--- src/rtl/id_ex_stage.sv ---
// ID/EX pipeline register with load-use hazard detection, flush bubbles
// and saturating stall/flush event counters.
module id_ex_stage #(
    parameter int DW = 32,
    parameter int CW = 16
) (
    input  logic          clk,
    input  logic          rst_n,
    input  logic          id_regDst,
    input  logic          id_branch,
    input  logic          id_memRead,
    input  logic          id_memToReg,
    input  logic          id_regWrite,
    input  logic          id_ALUSrc,
    input  logic          id_memWrite,
    input  logic [2:0]    id_ALUop,
    input  logic [DW-1:0] id_pc4,
    input  logic [DW-1:0] id_rs_data,
    input  logic [DW-1:0] id_rt_data,
    input  logic [DW-1:0] id_imm,
    input  logic [4:0]    id_rs_addr,
    input  logic [4:0]    id_rt_addr,
    input  logic [4:0]    id_rd_addr,
    input  logic          flush,
    output logic          ex_regDst,
    output logic          ex_branch,
    output logic          ex_memRead,
    output logic          ex_memToReg,
    output logic          ex_regWrite,
    output logic          ex_ALUSrc,
    output logic          ex_memWrite,
    output logic [2:0]    ex_ALUop,
    output logic [DW-1:0] ex_pc4,
    output logic [DW-1:0] ex_rs_data,
    output logic [DW-1:0] ex_rt_data,
    output logic [DW-1:0] ex_imm,
    output logic [4:0]    ex_rs_addr,
    output logic [4:0]    ex_rt_addr,
    output logic [4:0]    ex_rd_addr,
    output logic          pc_write,
    output logic          ifid_write,
    output logic [CW-1:0] stall_cnt,
    output logic [CW-1:0] flush_cnt
);

    localparam logic [CW-1:0] CNT_ONE = CW'(1);

    logic       hazard;
    logic       rt_match;
    logic       bubble;
    logic       c_regDst;
    logic       c_branch;
    logic       c_memRead;
    logic       c_memToReg;
    logic       c_regWrite;
    logic       c_ALUSrc;
    logic       c_memWrite;
    logic [2:0] c_ALUop;

    always_comb begin
        rt_match = (ex_rt_addr == id_rs_addr) || (ex_rt_addr == id_rt_addr);
        hazard   = ex_memRead && (ex_rt_addr != 5'd0) && rt_match;
        bubble   = flush || hazard;
    end

    assign pc_write   = ~hazard | flush;
    assign ifid_write = ~hazard | flush;

    // if-statements resolve an unknown condition to the else path, so
    // X control bits from the decoder are loaded as 0.
    always_comb begin
        c_regDst   = 1'b0;
        c_branch   = 1'b0;
        c_memRead  = 1'b0;
        c_memToReg = 1'b0;
        c_regWrite = 1'b0;
        c_ALUSrc   = 1'b0;
        c_memWrite = 1'b0;
        c_ALUop    = '0;
        if (id_regWrite && id_regDst) c_regDst   = 1'b1;
        if (id_branch)                c_branch   = 1'b1;
        if (id_memRead)               c_memRead  = 1'b1;
        if (id_memToReg)              c_memToReg = 1'b1;
        if (id_regWrite)              c_regWrite = 1'b1;
        if (id_ALUSrc)                c_ALUSrc   = 1'b1;
        if (id_memWrite)              c_memWrite = 1'b1;
        for (int unsigned i = 0; i < 3; i++) begin
            if (id_ALUop[i]) c_ALUop[i] = 1'b1;
        end
    end

    always_ff @(posedge clk or negedge rst_n) begin
        if (!rst_n) begin
            ex_regDst   <= 1'b0;
            ex_branch   <= 1'b0;
            ex_memRead  <= 1'b0;
            ex_memToReg <= 1'b0;
            ex_regWrite <= 1'b0;
            ex_ALUSrc   <= 1'b0;
            ex_memWrite <= 1'b0;
            ex_ALUop    <= '0;
        end else if (bubble) begin
            ex_regDst   <= 1'b0;
            ex_branch   <= 1'b0;
            ex_memRead  <= 1'b0;
            ex_memToReg <= 1'b0;
            ex_regWrite <= 1'b0;
            ex_ALUSrc   <= 1'b0;
            ex_memWrite <= 1'b0;
            ex_ALUop    <= '0;
        end else begin
            ex_regDst   <= c_regDst;
            ex_branch   <= c_branch;
            ex_memRead  <= c_memRead;
            ex_memToReg <= c_memToReg;
            ex_regWrite <= c_regWrite;
            ex_ALUSrc   <= c_ALUSrc;
            ex_memWrite <= c_memWrite;
            ex_ALUop    <= c_ALUop;
        end
    end

    // Data and addresses are captured unconditionally; a bubble is defined
    // purely by its control bits.
    always_ff @(posedge clk or negedge rst_n) begin
        if (!rst_n) begin
            ex_pc4     <= '0;
            ex_rs_data <= '0;
            ex_rt_data <= '0;
            ex_imm     <= '0;
            ex_rs_addr <= '0;
            ex_rt_addr <= '0;
            ex_rd_addr <= '0;
        end else begin
            ex_pc4     <= id_pc4;
            ex_rs_data <= id_rs_data;
            ex_rt_data <= id_rt_data;
            ex_imm     <= id_imm;
            ex_rs_addr <= id_rs_addr;
            ex_rt_addr <= id_rt_addr;
            ex_rd_addr <= id_rd_addr;
        end
    end

    // A flush takes priority over a coincident hazard for accounting too.
    always_ff @(posedge clk or negedge rst_n) begin
        if (!rst_n) begin
            stall_cnt <= '0;
            flush_cnt <= '0;
        end else if (flush) begin
            if (flush_cnt != '1) flush_cnt <= flush_cnt + CNT_ONE;
        end else if (hazard) begin
            if (stall_cnt != '1) stall_cnt <= stall_cnt + CNT_ONE;
        end
    end

endmodule

--- config.mk ---
export PLATFORM = sky130hd
export DESIGN_NAME = id_ex_stage
export DESIGN_NICKNAME = d
export VERILOG_FILES = /design/src/rtl/id_ex_stage.sv
export SDC_FILE = /design/constraint.sdc
export NUM_CORES = 1
export LEC_CHECK = 0
export ABC_AREA = 1
export BUFFER_PORTS_ARGS = -buffer_cell sky130_fd_sc_hd__buf_2
export CORE_ASPECT_RATIO = 0.9
export CORE_MARGIN = 8
export CORE_UTILIZATION = 39
export DETAILED_ROUTE_END_ITERATION = 8
export GPL_TIMING_DRIVEN = 0
export PLACE_DENSITY = 0.75
export SLEW_MARGIN = 20
export SYNTH_ARGS = -nofsm -noshare
export SYNTH_HDL_FRONTEND = slang
export SYNTH_SLANG_ARGS = --single-unit
--- constraint.sdc ---
create_clock -name clk -period 1.6 [get_ports clk]
set_input_delay 0.24 -clock clk [delete_from_list [all_inputs] [get_ports clk]]
set_output_delay 0.24 -clock clk [all_outputs]
set_load 0.02 [all_outputs]
**After elaboration in Yosys (flattened, before gate mapping)**

Cells that the tools add are included.
W data, S select, Z words.

- Bitwise gates (word level): 3
- Multiplexer cells: 18
- Reductions and logical operators: 8
- Add/sub/neg operators: 2
- Equal/unequal tests: 4

Operators by type and width:

| kind | number |
|---|---|
| $add A16 B1 Y16 const B | 2 |
| $ne A16 B16 Y1 const B | 2 |
| $mux W1 | 17 |
| $eq A5 B5 Y1 | 2 |
| $reduce_bool A5 Y1 | 1 |
| $logic_and A1 B1 Y1 | 3 |
| $mux W3 | 1 |
| $reduce_and A3 Y1 | 1 |
| $logic_or A1 B1 Y1 | 2 |
| $not A1 Y1 | 2 |
| $reduce_and A2 Y1 | 1 |
| $or A1 B1 Y1 | 1 |

- Word-level logic and storage cells: 52
- Input port bits: 156
- Register bits after elaboration: 185

**Longest topological paths before layout**

- Depth after elaboration: 5
- Mapped depth: 11

**Least setup slack after synthesis**

No wires, ideal clock.

- Path type: register to register
- Start: reg stall_cnt[1]
- End: reg stall_cnt[13]
- Buffers on the path: 1
- Setup slack: -0.063 ns
- Period minus slack after synthesis: 1.663 ns
- Arrival: 1.546 ns
- Stages on the path, launching flop included: 10
- Library setup time: 0.117 ns
- Path through: dfrtp_1 ha_1 nand3_2 nor3_2 nand3b_1 inv_1 nor2_4 buf_6 nand2_1 nand2_1

- Cells in the longest elaborated chain, start to end: 2
- Elaborated cells between the ends (all ways): 3
- Those cells by class: add/sub (1); eq/ne (1); reduce/logical (1)

Ends and longest elaborated chain:

| element | RTL line | text |
|---|---|---|
| start, declared | 42 | `output logic [CW-1:0] stall_cnt,` |
| start signal, assigned | 153 | `if (stall_cnt != '1) stall_cnt <= stall_cnt + CNT_ONE;` |
| branches (longest 2 deep; another with $add A16 B1 Y16) | n/a |  |

Parallel ways; which one is timed is not known.
A chain may end at the register's enable or synchronous reset.

**Worst setup path in the final report**

- Start: reg ex_rt_addr[0]
- End: out pc_write

- Cells in the longest elaborated chain, start to end: 5
- Elaborated cells between the ends (all ways): 8
- Those cells by class: eq/ne (2); bitwise (2); reduce/logical (4)

Ends and longest elaborated chain:

| element | RTL line | text |
|---|---|---|
| start, declared | 38 | `output logic [4:0] ex_rt_addr,` |
| start signal, assigned | 140 | `ex_rt_addr <= id_rt_addr;` |
| $eq A5 B5 Y1 / $reduce_bool A5 Y1 (equally long branches) | 61, 62 |  |
| $logic_or A1 B1 Y1 / $logic_and A1 B1 Y1 (equally long branches) | 61, 62 |  |
| $logic_and A1 B1 Y1 (*) | 62 | `hazard = ex_memRead && (ex_rt_addr != 5'd0) && rt_match;` |
| $not A1 Y1 (*) | 66 | `assign pc_write = ~hazard \| flush;` |
| $or A1 B1 Y1 (*) | 66 |  |
| end, declared | 40 | `output logic pc_write,` |

Mark *: on every way between the ends. The rest lies on a longest branch, timed or not.

==> results.sh <==
export IMPL_finalSetupViolCount=35
export IMPL_antenna_found_initial=3
export IMPL_path_clk_slew_ps=70
export IMPL_synthesis_area_sq_mm=0.00593
export IMPL_finClkSkew_ps=6.64
export IMPL_grt_pass1_vias=5778
export IMPL_grt_pass1_wl_um=34600
export IMPL_h_tree_depth=4
export IMPL_num_rows=42
export IMPL_drt_iter0_markers=275
export IMPL_cap_violations=0
export IMPL_cts_root_buf="clkbuf_16"
export IMPL_utilization_pct=69.7
export IMPL_max_stage_delay_ps=430
export IMPL_die_area_sq_mm=0.0194
export IMPL_grt_max_degree=71
export IMPL_ys_ff_latch=185
export IMPL_cts_buffers=17
export IMPL_first_pass_iters=5
export IMPL_hp_class="input port to register"
export IMPL_cp_max_fo=5
export IMPL_leakagePower_nw=5.42
export IMPL_cts_buffer_depth=2
export IMPL_cpMaxStageDelayCell="dfrtp_1"
export IMPL_area_growth_syn_to_layout_pct=74.1
export IMPL_power_density_mw_per_mm2=1130
export IMPL_overflow=0
export IMPL_num_io_pins=343
export IMPL_synth_cell_types=25
export IMPL_worstHoldStart="id_memWrite"
export IMPL_end_kind="primary output"
export IMPL_via_count=5397
export IMPL_status="finished, violations left"
export IMPL_required_ps=1360
export IMPL_placed_cell_area_sq_mm=0.00797
export IMPL_synth_nets=612
export IMPL_fmax_ghz=0.529
export IMPL_maxSlewHeadroom_pct=69.2
export IMPL_hold_ws_ps=31.8
export IMPL_finalCritPeriodShare_pct=118
export IMPL_hold_path_endpoint="ex_memWrite"
export IMPL_yosysTopAreaCellShare_pct=78.0
export IMPL_cp_start_kind="register"
export IMPL_insertion_delay_ps=410
export IMPL_grt_use_total_pct=23.3
export IMPL_critPathBufInv=3
export IMPL_drv_slew=0
export IMPL_route_detailed_drc=0
export IMPL_start_util_pct=40.0
export IMPL_crit_chain="inv_2 > nand2_1 > nand2_1 > nor2_1 > nand3_1 > nand2_2 > nand3_4 > buf_6 > buf_6"
export IMPL_ir_worst_vdd_mv=0.843
export IMPL_setup_ws_ps=-289
export IMPL_hold_depth=3
export IMPL_seq_area_frac_synth_pct=78.0
export IMPL_numPlacedInstances=996
export IMPL_synth_top_area_cell="dfrtp_1"
export IMPL_place_congestion=0.845
export IMPL_die_w_um=146
export IMPL_dp_hpwl_um=15200
export IMPL_n_fill_cell=1011
export IMPL_fin_area_sq_mm=0.0103
export IMPL_reg2regPathDepth=12
export IMPL_path_class="register to primary output"
export IMPL_drive_above_1_share_pct=44.1
export IMPL_ys_top_cells_by_area="dfrtp_1 (78%), nand2_1 (7.5%), xor2_1 (2.8%)"
export IMPL_die_height_um=133
export IMPL_r2r_start="ex_rt_addr[0]"
export IMPL_worstMarginPinSlew_ps=462
export IMPL_rsz0062_at_grt="yes"
export IMPL_fp_coreArea_sq_mm=0.0148
export IMPL_numClockSinks=185
export IMPL_via_per_inst=4.52
export IMPL_fin_cells=1194
export IMPL_hold_violations=0
export IMPL_worstPathArrival_ps=1650
export IMPL_violations="setup timing"
export IMPL_yosys_warnings=0
export IMPL_r2r_end="stall_cnt[11]"
export IMPL_fin_nets=1137
export IMPL_fin_crit_ps=1890
export IMPL_avgSynthCellArea_sq_um=13.1
export IMPL_port_buffers=342
export IMPL_cp_top_family="simple AND/OR/NAND/NOR gates"
export IMPL_setup_tns_final_ps=-3590
export IMPL_tritoncts="yes"
export IMPL_post_drt_wl_per_cell_um=19.6
export IMPL_ant_nets=0
export IMPL_rrSetupSlack_ps=-170
export IMPL_synthCells=454
export IMPL_drt_wl_total_um=23400
==> logic make-up after synthesis <==
family                     after synthesis  synth area share [%]
and+or+nand+nor                        190                  13.7
xor gates and xnor gates                29                  4.28
AOI/OAI and AO/OA                        5                 0.485
buffers and inverters                   43                  3.06
DFF                                    185                  78.0
adders and majority gates                2                 0.422
==> worst max path at each step <==
stage	startpoint	to	slack, ps	depth (start not counted)
after global placement	rst_n	stall_cnt[1]	-2900	1
after global routing	ex_rt_addr[2]	pc_write	-420	9
final	ex_rt_addr[0]	pc_write	-290	9
after CTS	ex_rt_addr[0]	pc_write	-310	9
after floorplan	flush_cnt[0]	flush_cnt[13]	10	10
after detailed placement	flush_cnt[0]	flush_cnt[13]	-180	10
==> cell type report <==
cell class	count	area [sq um]	area share, %
Buffer	4	41.3	0.400
Multi-Input combinational cell	226	1250	12.2
Clock buffer	19	453	4.39
Antenna cell	4	10.0	0.0969
Tap cell	198	248	2.40
Clock inverter	13	160	1.55
Sequential cell	185	4640	44.9
Inverter	39	149	1.44
Timing Repair Buffer	506	3370	32.7
==> placed cells by master (no fill, tap or decap), types with 2 or more instances in the layout <==
master,count
buf_16,2
nor2_4,6
nand2_4,3
xor2_1,18
inv_8,2
buf_4,15
inv_1,33
inv_2,5
nand3_1,12
nor3_1,6
dfrtp_1,179
clkbuf_16,17
clkinv_2,2
inv_6,4
nor3_2,2
buf_6,8
nand2_1,112
dfrtp_2,6
nand2_2,3
o21ai_1,3
nand4_1,7
dlygate4sd3_1,144
bufinv_16,2
buf_2,340
diode_2,4
nor2_1,29
clkbuf_8,2
xnor2_1,10
nor2_2,3
==> per-stage QoR <==
step | worst slack, ps | power (mW)
after floorplan | 11.7 | 5.98
after global placement | -2900 | 6.71
after detailed placement | -180 | 6.78
after CTS | -309 | 11.4
after global routing | -421 | 12.1
final | -289 | 11.7
==> synth_stat cells <==
cell        n
nand4_1     7
nor2_1     36
dfrtp_1   185
buf_2       1
nor2_4      1
o21ai_1     3
nand4_2     1
nand3_2     2
nor3b_2     1
nand2_2     1
nand3b_1    1
inv_1      36
nand2_1   118
buf_4       1
o21ai_0     1
nand3_1    12
xnor2_1    10
nor2_2      1
ha_1        2
buf_6       2
a21oi_2     1
nor3_1      7
inv_2       3
xor2_1     19
nor3_2      2
==> power by group <==
group          switching [mW]  total [mW]  internal [mW]
combinational            1.20        2.11          0.903
clock                    1.88        4.33           2.44
sequential              0.235        5.23           5.00
total                    3.32        11.7           8.34
==> sequential cells by signal, indices dropped and copies added, names as in the netlist <==
| name | cells |
|---|---|
| ex_memToReg | 1 |
| ex_rs_addr | 5 |
| ex_memWrite | 1 |
| ex_rd_addr | 5 |
| ex_ALUop | 3 |
| ex_regWrite | 1 |
| flush_cnt | 16 |
| ex_regDst | 1 |
| ex_memRead | 1 |
| ex_branch | 1 |
| stall_cnt | 16 |
| ex_imm | 32 |
| ex_rt_data | 32 |
| ex_rt_addr | 5 |
| ex_rs_data | 32 |
| ex_pc4 | 32 |
| ex_ALUSrc | 1 |
==> routing by layer <==
layer / track usage, % / vias to the layer above / share of wire, %
li1: - / 2452 / -
met1: 24.3 / 2630 / 36
met2: 42.6 / 268 / 54
met3: 8.66 / 47 / 8.0
met4: 7.72 / 0 / 2.6
met5: 0 / - / 0
==> what timing repair did <==
action,CTS,global route
endpoints found under the setup margin,27,44
hold buffers,144,0
resized for setup,11,33
endpoints found under the hold margin,197,0
pin swaps,7,7
setup buffers,7,11
gates cloned,0,0
==> worst register-to-register path, stage by stage, from the launching register on <==
cell and delay [ps]:
dfrtp_1 430, inv_2 60, nand2_1 60, nand2_1 40, nor2_1 90, nand3_1 110
nand2_2 120, buf_4 110, buf_4 100, nand4_2 190, buf_6 230, nand2_1 60
nand2_1 60
(Power assumes the default switching activity.)
